===== config.mk =====
export PLATFORM = sky130hd
export DESIGN_NAME = alu_issue
export DESIGN_NICKNAME = d
export VERILOG_FILES = /design/src/rtl/alu_issue_pkg.sv /design/src/rtl/alu_issue.sv
export SDC_FILE = /design/constraint.sdc
export NUM_CORES = 1
export LEC_CHECK = 0
export ABC_CLOCK_PERIOD_IN_PS = 1900
export BUFFER_PORTS_ARGS = -buffer_cell sky130_fd_sc_hd__buf_2
export CAP_MARGIN = 20
export CELL_PAD_IN_SITES_DETAIL_PLACEMENT = 2
export CELL_PAD_IN_SITES_GLOBAL_PLACEMENT = 2
export CORE_MARGIN = 1
export CORE_UTILIZATION = 29
export CTS_CLUSTER_DIAMETER = 150
export CTS_CLUSTER_SIZE = 30
export DETAILED_ROUTE_END_ITERATION = 10
export MAX_ROUTING_LAYER = met4
export PLACE_DENSITY_LB_ADDON = 0.1
export SETUP_SLACK_MARGIN = 0.15
export SYNTH_ARGS = -nofsm -noshare
export SYNTH_HDL_FRONTEND = slang
export SYNTH_SLANG_ARGS = --single-unit

===== constraint.sdc =====
create_clock -name phi1 -period 1.9 [get_ports phi1]
set_input_delay 0.38 -clock phi1 [delete_from_list [all_inputs] [get_ports phi1]]
set_output_delay 0.38 -clock phi1 [all_outputs]
set_load 0.005 [all_outputs]

===== src/rtl/alu_issue_pkg.sv =====
// Shared definitions for the ALU issue sequencer: widths, function codes,
// status bit positions and the FSM state encoding.
package alu_issue_pkg;

  localparam int REG_WIDTH = 8;
  localparam int OPP_WIDTH = 4;

  localparam logic [OPP_WIDTH-1:0] ALU_NOP = 4'h0;
  localparam logic [OPP_WIDTH-1:0] SUM     = 4'h1;
  localparam logic [OPP_WIDTH-1:0] AND     = 4'h2;
  localparam logic [OPP_WIDTH-1:0] OR      = 4'h3;
  localparam logic [OPP_WIDTH-1:0] XOR     = 4'h4;
  localparam logic [OPP_WIDTH-1:0] SR      = 4'h5;

  localparam int CARRY = 0;
  localparam int ZERO  = 1;
  localparam int OVF   = 6;
  localparam int NEG   = 7;

  typedef enum logic [2:0] {
    ST_IDLE  = 3'd0,
    ST_CLEAR = 3'd1,
    ST_ISSUE = 3'd2,
    ST_WAIT  = 3'd3,
    ST_DONE  = 3'd4
  } state_t;

  function automatic logic op_legal(input logic [OPP_WIDTH-1:0] f);
    return f inside {SUM, AND, OR, XOR, SR};
  endfunction

endpackage


===== src/rtl/alu_issue.sv =====
// Issues one operation to an external ALU and captures its result/status.
// Optional WAIT timeout abort is compiled in with ALU_ISSUE_TIMEOUT_EN.
module alu_issue
  import alu_issue_pkg::*;
#(
  parameter int TIMEOUT_CYCLES = 8
) (
  input  logic                 phi1,
  input  logic                 reset_n,
  input  logic                 req,
  input  logic [OPP_WIDTH-1:0] op_func,
  input  logic [REG_WIDTH-1:0] op_a,
  input  logic [REG_WIDTH-1:0] op_b,
  input  logic [REG_WIDTH-1:0] p_in,
  input  logic [REG_WIDTH-1:0] alu_dout,
  input  logic [REG_WIDTH-1:0] alu_status,
  input  logic                 alu_wout,
  output logic [REG_WIDTH-1:0] alu_a,
  output logic [REG_WIDTH-1:0] alu_b,
  output logic [REG_WIDTH-1:0] alu_status_in,
  output logic [OPP_WIDTH-1:0] alu_func,
  output logic                 busy,
  output logic                 done,
  output logic                 err,
  output logic [REG_WIDTH-1:0] result,
  output logic [REG_WIDTH-1:0] status
);

  state_t               state, state_nxt;
  logic [OPP_WIDTH-1:0] func_q;
  logic                 err_q;
  logic                 accept, reject, capture, abort;
  logic                 timeout_hit;

`ifdef ALU_ISSUE_TIMEOUT_EN
  localparam int CNT_W = (TIMEOUT_CYCLES > 1) ? $clog2(TIMEOUT_CYCLES) : 1;
  localparam logic [CNT_W-1:0] TO_LAST = CNT_W'(TIMEOUT_CYCLES - 1);
  logic [CNT_W-1:0] to_cnt;

  // Counter restarts while the operands are issued, so it counts WAIT cycles only.
  always_ff @(posedge phi1 or negedge reset_n) begin
    if (!reset_n) begin
      to_cnt <= '0;
    end else if (state == ST_ISSUE) begin
      to_cnt <= '0;
    end else if (state == ST_WAIT) begin
      to_cnt <= to_cnt + 1'b1;
    end
  end

  assign timeout_hit = (to_cnt == TO_LAST);
`else
  logic unused_timeout;
  assign unused_timeout = (TIMEOUT_CYCLES != 0);
  assign timeout_hit    = 1'b0;
`endif

  always_comb begin
    state_nxt = state;
    accept    = 1'b0;
    reject    = 1'b0;
    capture   = 1'b0;
    abort     = 1'b0;
    case (state)
      ST_IDLE: begin
        if (req) begin
          if (op_legal(op_func)) begin
            accept    = 1'b1;
            state_nxt = ST_CLEAR;
          end else begin
            reject    = 1'b1;
            state_nxt = ST_DONE;
          end
        end
      end
      ST_CLEAR: state_nxt = ST_ISSUE;
      ST_ISSUE: state_nxt = ST_WAIT;
      ST_WAIT: begin
        if (alu_wout) begin
          capture   = 1'b1;
          state_nxt = ST_DONE;
        end else if (timeout_hit) begin
          abort     = 1'b1;
          state_nxt = ST_DONE;
        end
      end
      ST_DONE: state_nxt = ST_IDLE;
      default: state_nxt = ST_IDLE;
    endcase
  end

  // Operands are latched once at acceptance and stay stable through WAIT.
  always_ff @(posedge phi1 or negedge reset_n) begin
    if (!reset_n) begin
      state         <= ST_IDLE;
      func_q        <= ALU_NOP;
      err_q         <= 1'b0;
      alu_a         <= '0;
      alu_b         <= '0;
      alu_status_in <= '0;
      result        <= '0;
      status        <= '0;
    end else begin
      state <= state_nxt;
      err_q <= reject | abort;
      if (accept) begin
        func_q        <= op_func;
        alu_a         <= op_a;
        alu_b         <= op_b;
        alu_status_in <= p_in;
      end
      if (capture) begin
        result <= alu_dout;
        status <= alu_status;
      end
    end
  end

  // NOP outside ISSUE/WAIT gives the ALU a fresh edge even for repeated ops.
  assign alu_func = (state == ST_ISSUE || state == ST_WAIT) ? func_q : ALU_NOP;
  assign busy     = (state != ST_IDLE);
  assign done     = (state == ST_DONE);
  assign err      = (state == ST_DONE) && err_q;

endmodule


**Word-level counts from Yosys, hierarchy flattened**

Index checks and enable logic that the tools add are counted.

- Register bits: 48
- Output and inout bits: 47
- Logic and storage cells: 38

- Equality and inequality tests: 11
- Muxes and demuxes: 13
- Reduce and logical (&&, ||, !) cells: 6

Operators by type and width:

| cell | number |
|---|---|
| $pmux W3 S4 | 1 |
| $mux W3 | 3 |
| $eq A4 B2 Y1 const B | 2 |
| $eq A4 B3 Y1 const B | 2 |
| $mux W1 | 8 |
| $eq A3 B2 Y1 const B | 2 |
| $reduce_bool A5 Y1 | 1 |
| $eq A4 B1 Y1 const B | 1 |
| $mux W4 | 1 |
| $ne A2 B2 Y1 const B | 2 |
| $eq A3 B1 Y1 const B | 1 |
| $eq A3 B3 Y1 const B | 1 |
| $logic_not A3 Y1 | 1 |
| $reduce_bool A3 Y1 | 1 |
| $reduce_and A2 Y1 | 1 |
| $logic_and A1 B1 Y1 | 1 |
| $logic_or A1 B1 Y1 | 1 |

**Logic depth before layout (Yosys ltp)**

Gate-level depths: netlist (run 1).

- Depth in word-level cells: 5
- Mapped depth: 4
- Depth with buffers taken out: 3

**Least setup slack after synthesis (run 1)**

No wires, ideal clock.

- Path kind: input -> register
- Start point: input op_func[0]
- End point: register alu_a[0]
- Library setup time: 125 ps
- Arrival: 1496 ps
- Slack: 279 ps
- Cell stages on the path: 4
- Cells stage by stage: or3_1 > nand4_4 > buf_6 > mux2_4

- Word-level cells in the longest chain between the ends: 5
- Elaborated cells on any way between the ends: 9

Ends and longest elaborated chain:

| what | RTL line | text |
|---|---|---|
| start: declaration | alu_issue.sv:11 | `input logic [OPP_WIDTH-1:0] op_func,` |
| $eq A4 B1 Y1 (tied with other cells) | alu_issue_pkg.sv:29 | `return f inside {SUM, AND, OR, XOR, SR};` |
| $reduce_bool A5 Y1 (*) | alu_issue_pkg.sv:29 |  |
| $mux W1 (*) | alu_issue.sv:67 | `if (op_legal(op_func)) begin` |
| $mux W1 (*) | alu_issue.sv:66 | `if (req) begin` |
| $mux W1 (*) | alu_issue.sv:64 | `case (state)` |
| end signal: assignment | alu_issue.sv:108 | `alu_a <= op_a;` |
| end: declaration | alu_issue.sv:18 | `output logic [REG_WIDTH-1:0] alu_a,` |

Every way passes the cells marked *; elsewhere a longest branch is shown, timed or not.
A chain may end at the register's enable or synchronous reset.

**Worst setup path after layout (run 1)**

- Start point: register state[2]
- End point: output alu_func[2]

- Word-level cells in the longest chain between the ends: 3
- Elaborated cells on any way between the ends: 4

Ends and longest elaborated chain:

| what | RTL line | text |
|---|---|---|
| start: declaration | alu_issue.sv:29 | `state_t state, state_nxt;` |
| start signal: assignment | alu_issue.sv:104 | `state <= state_nxt;` |
| $eq A3 B2 Y1 | alu_issue.sv:120 | `assign alu_func = (state == ST_ISSUE \|\| state == ST_WAIT) ? func_q : ALU_NOP;` |
| $logic_or A1 B1 Y1 (*) | alu_issue.sv:120 |  |
| $mux W4 (*) | alu_issue.sv:120 |  |
| end: declaration | alu_issue.sv:21 | `output logic [OPP_WIDTH-1:0] alu_func,` |

Marked as above.

==> metrics.cfg, run 1 <==
[outcome]
status = complete, but fails checks
violations = design-rule violations

[placement]
globalplace.congestion = 0.777
placed_area_um2 = 2570
port_buffers = 94
dp_slack_ns = 0.108
post-dp-hpwl_mm = 3.62

[worst_setup_path]
cp_data_arrival_time_ns = 1.31
critPathMaxFanout = 7
reg2regPathDepth = 5
ff2ff_setup_slack_ns = 0.37
cp.required_ns = 1.52
worst-setup-path-type = flip-flop to output port
cp-end-kind = output port
r2r-end = alu_b[6]
timing.rr.start = state[2]
critical_path.startpoint_type = flip-flop

[global_route]
grt_pass1_wl_mm = 7.72
grtUsageMet2 = 0.242
antenna_found_initial = 0
grt_overflow_total = 0
first_global_vias = 1537
grt_use_met3 = 0.0511
busiest_layer = met2
use_met1 = 0.165
grt_max_degree = 27
grt_usage = 0.145

[floorplanning]
io_pins = 95
die_w_um = 84.6
rows = 29
core_area_um2 = 6460
initial_utilization = 0.307
die-area_um2 = 7160
die_y_um = 84.6

[synth]
syn_area_per_cell_um2 = 16.8
yosysTopAreaCell = dfrtp_1
synthTopCellsByArea = dfrtp_1 (61%), mux2_4 (14%), mux2_2 (7.4%), mux2_1 (6.3%), and2_1 (1.9%)
synth_cells = 118
netlist_area_um2 = 1980
yosys-top-cells-count = dfrtp_1 (48), mux2_4 (19), mux2_2 (13)
synth_async_sr_flop_share = 1.00
yosysTopAreaCellShare = 0.606
yosysMostFrequentCell = dfrtp_1
yosysWarnings = 0
synth_edf_count = 0
synth.distinct_cells = 21
synth_fp_nets = 166
seq_area_frac_synth = 0.606
synth_ff_type = dfrtp_1
synth_seq_cells = 48

[detailed_routing]
drtIter0Drc = 46
num_vias = 1365
route.detailed.drc = 9
vias_per_cell = 4.58
wl_mm = 4.67
antenna_left = 0
wl_per_cell_um = 15.7
first_pass_iters = 9

[clock_network]
cts-root-buf = clkbuf_8
cts_buffer_depth = 2
tritoncts = yes
numCtsBuffers = 5
cts-htree-levels = 2
path_clk_slew_ns = 0.09
clk_latency_ns = 0.30
cts.sinks = 48

[sta]
fmax_mhz = 593
skew_ns = 0.00267
finalCritPeriodShare = 0.887
setup_tns_ns = 0
hold_viol = 0
finalSetupViolations = 0
holdWs_ns = 0.0708
tightestPinTransition_ns = 0.603
maxSlewHeadroom = 0.598
layout_setup_ws_ns = 0.214
rsz0062_at_grt = true
finalMaxSlewViolations = 0
min_period_ns = 1.69

[final_layout]
num_antenna_cells = 0
layout.nets = 268
finalInstanceArea_um2 = 2750
area_growth_syn_to_layout_pct = 38.7
layout-drive-gt1-share = 0.661

[hold_path]
min_path_type = primary input to async pin

[power_and_ir_drop]
powerDensity_nw_per_um2 = 1580
ir_drop_mv = 0.555
leakage_nw = 1.44

[flow_run]
drv_cap = 0

## timing repair
action | 4_1_cts | 5_1_grt
setup buffers | 0 | 1
setup endpoints to repair | 4 | 6
cloned | 0 | 0
hold buffers | 0 | 0
gates resized for setup | 3 | 2
## per-stage QoR
stage	std cells	power [mW]	utilization
3_3_place_gp	289	3.27	0.398
4_1_cts	297	4.42	0.424
3_5_place_dp	289	3.36	0.398
2_1_floorplan	118	2.61	-
5_1_grt	298	4.64	0.425
6_report	298	4.35	0.425
## per-layer routing
layer	routed length, µm	part of all wire
met1	1890	0.40
met2	2380	0.51
met3	368	0.079
met4	40	0.0086
met5	0	0
## state kept, by name (all words and copies together), names as in the netlist
register and flops:
alu_b 8, result 8, func_q 4, status 8, alu_a 8, alu_status_in 8
state 3, err_q 1
## cell usage in the layout, fill, tap and decap left out
cell type  Yosys  layout
nor3_1         1       1
or3_1          1       1
inv_1          2       2
nor3_4         1       1
mux2_4        19      19
nand3_4        1       1
buf_4          0       1
buf_12         0       3
and2_1         6       6
nand4_4        1       1
nor2_1         1       1
buf_2          0      94
a31oi_1        1       1
dfrtp_1       48      45
o21ba_1        1       1
clkbuf_8       0       5
mux2_2        13      13
nand2b_1       1       1
and2b_4        0       1
and3_1         2       2
bufinv_16      0       3
mux2_1        11      11
dfrtp_2        0       3
a2111oi_0      1       1
a21oi_2        1       1
a211oi_1       2       2
## logic make-up after synthesis
family / share of synthesized area
flip-flops: 0.606
multiplexers: 0.280
AND/OR/NAND/NOR: 0.0676
AO/OA/AOI/OAI: 0.0246
buffers and inverters: 0.0208
## worst max-delay path by stage
stage	slack [ns]	endpoint	cells after the start	start
detailed placement	0.11	alu_status_in[3]	5	op_func[0]
global route	0.15	alu_func[2]	3	state[2]
global placement	0.15	alu_status_in[4]	5	op_func[0]
CTS	0.16	alu_func[2]	3	state[1]
finish	0.21	alu_func[2]	3	state[2]
floorplan	0.28	alu_a[0]	4	op_func[0]
## report_power, final
part           internal, mW  switching (mW)  leakage [nW]  total, mW
combinational         0.943           0.565         0.782       1.51
clock                 0.658           0.359        0.0784       1.02
sequential             1.52           0.302         0.580       1.82
total                  3.12            1.23          1.44       4.35
## cell type report
| class | count | area, µm² |
|---|---|---|
| tap | 77 | 96.3 |
| multi-input combinational | 65 | 741 |
| fill | 672 | 3710 |
| clock inverter | 3 | 90.1 |
| timing repair buffer | 98 | 538 |
| clock buffer | 5 | 68.8 |
| inverter | 2 | 7.51 |
| sequential | 48 | 1200 |
## worst max-delay path: stages, from the launching register on
cell	delay, ns
dfrtp_2	0.45
and2b_4	0.31
and2_1	0.14
buf_2	0.11
(Power assumes the default switching activity.)
==> run 2: changes to the inputs <==
ABC_AREA = 1   (was not set)
CORE_UTILIZATION = 26   (was 29)
==> run 2 against run 1 <==
The run now ends clean. Total power shrank 3.4%. Sequential power shrank 3%. Non-clock buffer count grew 4. Synthesized cell count grew 100%. Critical path type unchanged. Critical endpoint is now busy.
==> metrics.cfg, run 2 <==
[outcome]
status = completed

[placement]
globalplace.congestion = 0.657
port_buffers = 94
post-dp-hpwl_mm = 4.55
placed_area_um2 = 2720

[detailed_routing]
wl_per_cell_um = 14.6
vias_per_cell = 4.61
first_pass_iters = 4
wl_mm = 6.43
antenna_left = 0
route.detailed.drc = 0
num_vias = 2023
drtIter0Drc = 36

[global_route]
grt_max_degree = 49
grt_usage = 0.165
antenna_found_initial = 1
grt_overflow_total = 0
first_global_vias = 2200
grt_pass1_wl_mm = 10.7

[synth]
seq_area_frac_synth = 0.557
synth_fp_nets = 288
synth_edf_count = 0
synthTopCellsByArea = dfrtp_1 (56%), nand2_1 (16%), nand4_1 (7.8%), nand3_1 (4.9%), buf_6 (2.1%)
yosysMostFrequentCell = nand2_1
yosysTopAreaCellShare = 0.557
yosys-top-cells-count = nand2_1 (91), dfrtp_1 (48), nand4_1 (27)
synth_cells = 240
synth_seq_cells = 48
synth_async_sr_flop_share = 1.00
synth.distinct_cells = 21
netlist_area_um2 = 2160
syn_area_per_cell_um2 = 8.99
synth_ff_type = dfrtp_1
yosysTopAreaCell = dfrtp_1
yosysWarnings = 0

[final_layout]
register_area_um2 = 1200
layout-drive-gt1-share = 0.381
multi_input_area_um2 = 803
area_growth_syn_to_layout_pct = 33.0
finalInstanceArea_um2 = 2870
layout_commonest_cell = buf_2
most-common-layout-cells = buf_2 (94), nand2_1 (91), dfrtp_1 (48)
layout.nets = 383
fillers = 950

[worst_setup_path]
reg2regPathDepth = 6
timing.rr.start = state[1]
critPathMaxFanout = 4
worst-setup-path-type = flip-flop to output port
cpLargestDelayFamily = flip-flops
cp.required_ns = 1.52
r2r-end = alu_status_in[3]
cp_data_arrival_time_ns = 1.27
ff2ff_setup_slack_ns = 0.37
cp-end-kind = output port
critical_path.startpoint_type = flip-flop
critPathBufInv = 3
critical-path-slowest-cell = dfrtp_1
path_cells = inv_2 -> nand2_2 -> nor2_4 -> inv_1 -> buf_2
crit_start = state[1]
slowest_delay_ns = 0.45

[clock_network]
cts-htree-levels = 2
path_clk_slew_ns = 0.10
cts_resized = 0
cts-root-buf = clkbuf_8
numCtsBuffers = 5
cts_hold_buf = 0
cts.sinks = 48
clk_latency_ns = 0.30
tritoncts = yes
cts_buffer_depth = 2

[sta]
min_period_ns = 1.65
rsz0062_at_grt = false
fmax_mhz = 607
maxSlewHeadroom = 0.669
hold_viol = 0
finalMaxSlewViolations = 0
finalCritPeriodShare = 0.867
finalSetupViolations = 0
skew_ns = 0.00671
setup_tns_ns = 0
tightestPinTransition_ns = 0.496

[hold_path]
min_path_type = primary input to async pin

[power_and_ir_drop]
clock_power_share = 0.192
switching_power_mw = 1.55
p_int_mw = 2.65
seqPwrFrac = 0.422
comb_power_share = 0.387
leakage_nw = 1.64
swShare = 0.369
ir_drop_mv = 0.386
powerDensity_nw_per_um2 = 1460

[floorplanning]
rows = 32
initial_utilization = 0.273
die-area_um2 = 8660
io_pins = 95
die_w_um = 93.1
die_y_um = 93.1
core_area_um2 = 7890

[flow_run]
drv_cap = 0

[run 2: changes by cell type after synthesis, sizes merged, moves of 9 or more]
cell,before,now
inv,2,14
nor2,1,11
nand4,1,28
mux2,43,0
buf,3,12
nand2,0,99
nand3,1,21
[run 2: worst max path at each step]
stage	end	slack (ns)	depth (start not counted)
final	busy	0.25	5
after global routing	busy	0.17	5
after CTS	busy	0.20	5
after detailed placement	alu_status_in[3]	0.29	6
after global placement	alu_status_in[6]	0.34	6
after floorplan	busy	0.59	5
[run 2: final cells by class]
cell class                 count  area share
sequential                    48       0.419
multi-input combinational    163       0.280
timing repair buffer         102       0.194
tap                          102      0.0445
clock buffer                   6      0.0288
inverter                      15      0.0201
clock inverter                 2      0.0135
antenna                        1    0.000872
[run 2: cell families (layout without fill, tap and decap cells)]
kind of cell           after synthesis  after routing  synth area share
AOI/OAI and AO/OA                    3              3            0.0174
DFF                                 48             48             0.557
buffers and inverters               29            125            0.0708
other                                0              1                 0
and+or+nand+nor                    160            160             0.355
[run 2: timing repair]
| item | in CTS | in global routing |
|---|---|---|
| endpoints found under the hold margin | 0 | 0 |
| endpoints found under the setup margin | 0 | 2 |
| setup buffers | 0 | 3 |
[run 2: through the flow]
stage	setup slack, ns	hold WS (ns)	utilization	total power [mW]	std cells
floorplan	0.592	0.0844	-	2.62	240
global placement	0.336	0.396	0.345	3.33	427
detailed placement	0.287	0.397	0.345	3.41	427
CTS	0.202	0.0498	0.361	4.24	435
global route	0.170	0.0596	0.364	4.58	439
finish	0.253	0.0467	0.364	4.20	439
[run 2: power by group through the flow]
stage               sequential (mW)  clock (mW)  combinational (mW)
finish                         1.77       0.805                1.62
global placement               1.79           0                1.54
CTS                            1.78       0.846                1.61
global route                   1.84       0.878                1.86
detailed placement             1.79           0                1.61
floorplan                      1.81           0               0.813
[run 2: per-layer routing]
layer,up-vias,routed length (µm),GRT usage
met3,4,362,0.0390
met4,0,36,0.0385
met5,-,0,-
met1,980,2900,0.192
met2,70,3130,0.287
li1,969,-,-
[run 2: worst register-to-register path, cell delays in order (launching register included)]
cell and delay [ns]:
dfrtp_1 0.45, inv_2 0.09, nand2_2 0.07, nor2_4 0.16, nand4_4 0.40, nand2_1 0.20
nand2_1 0.07
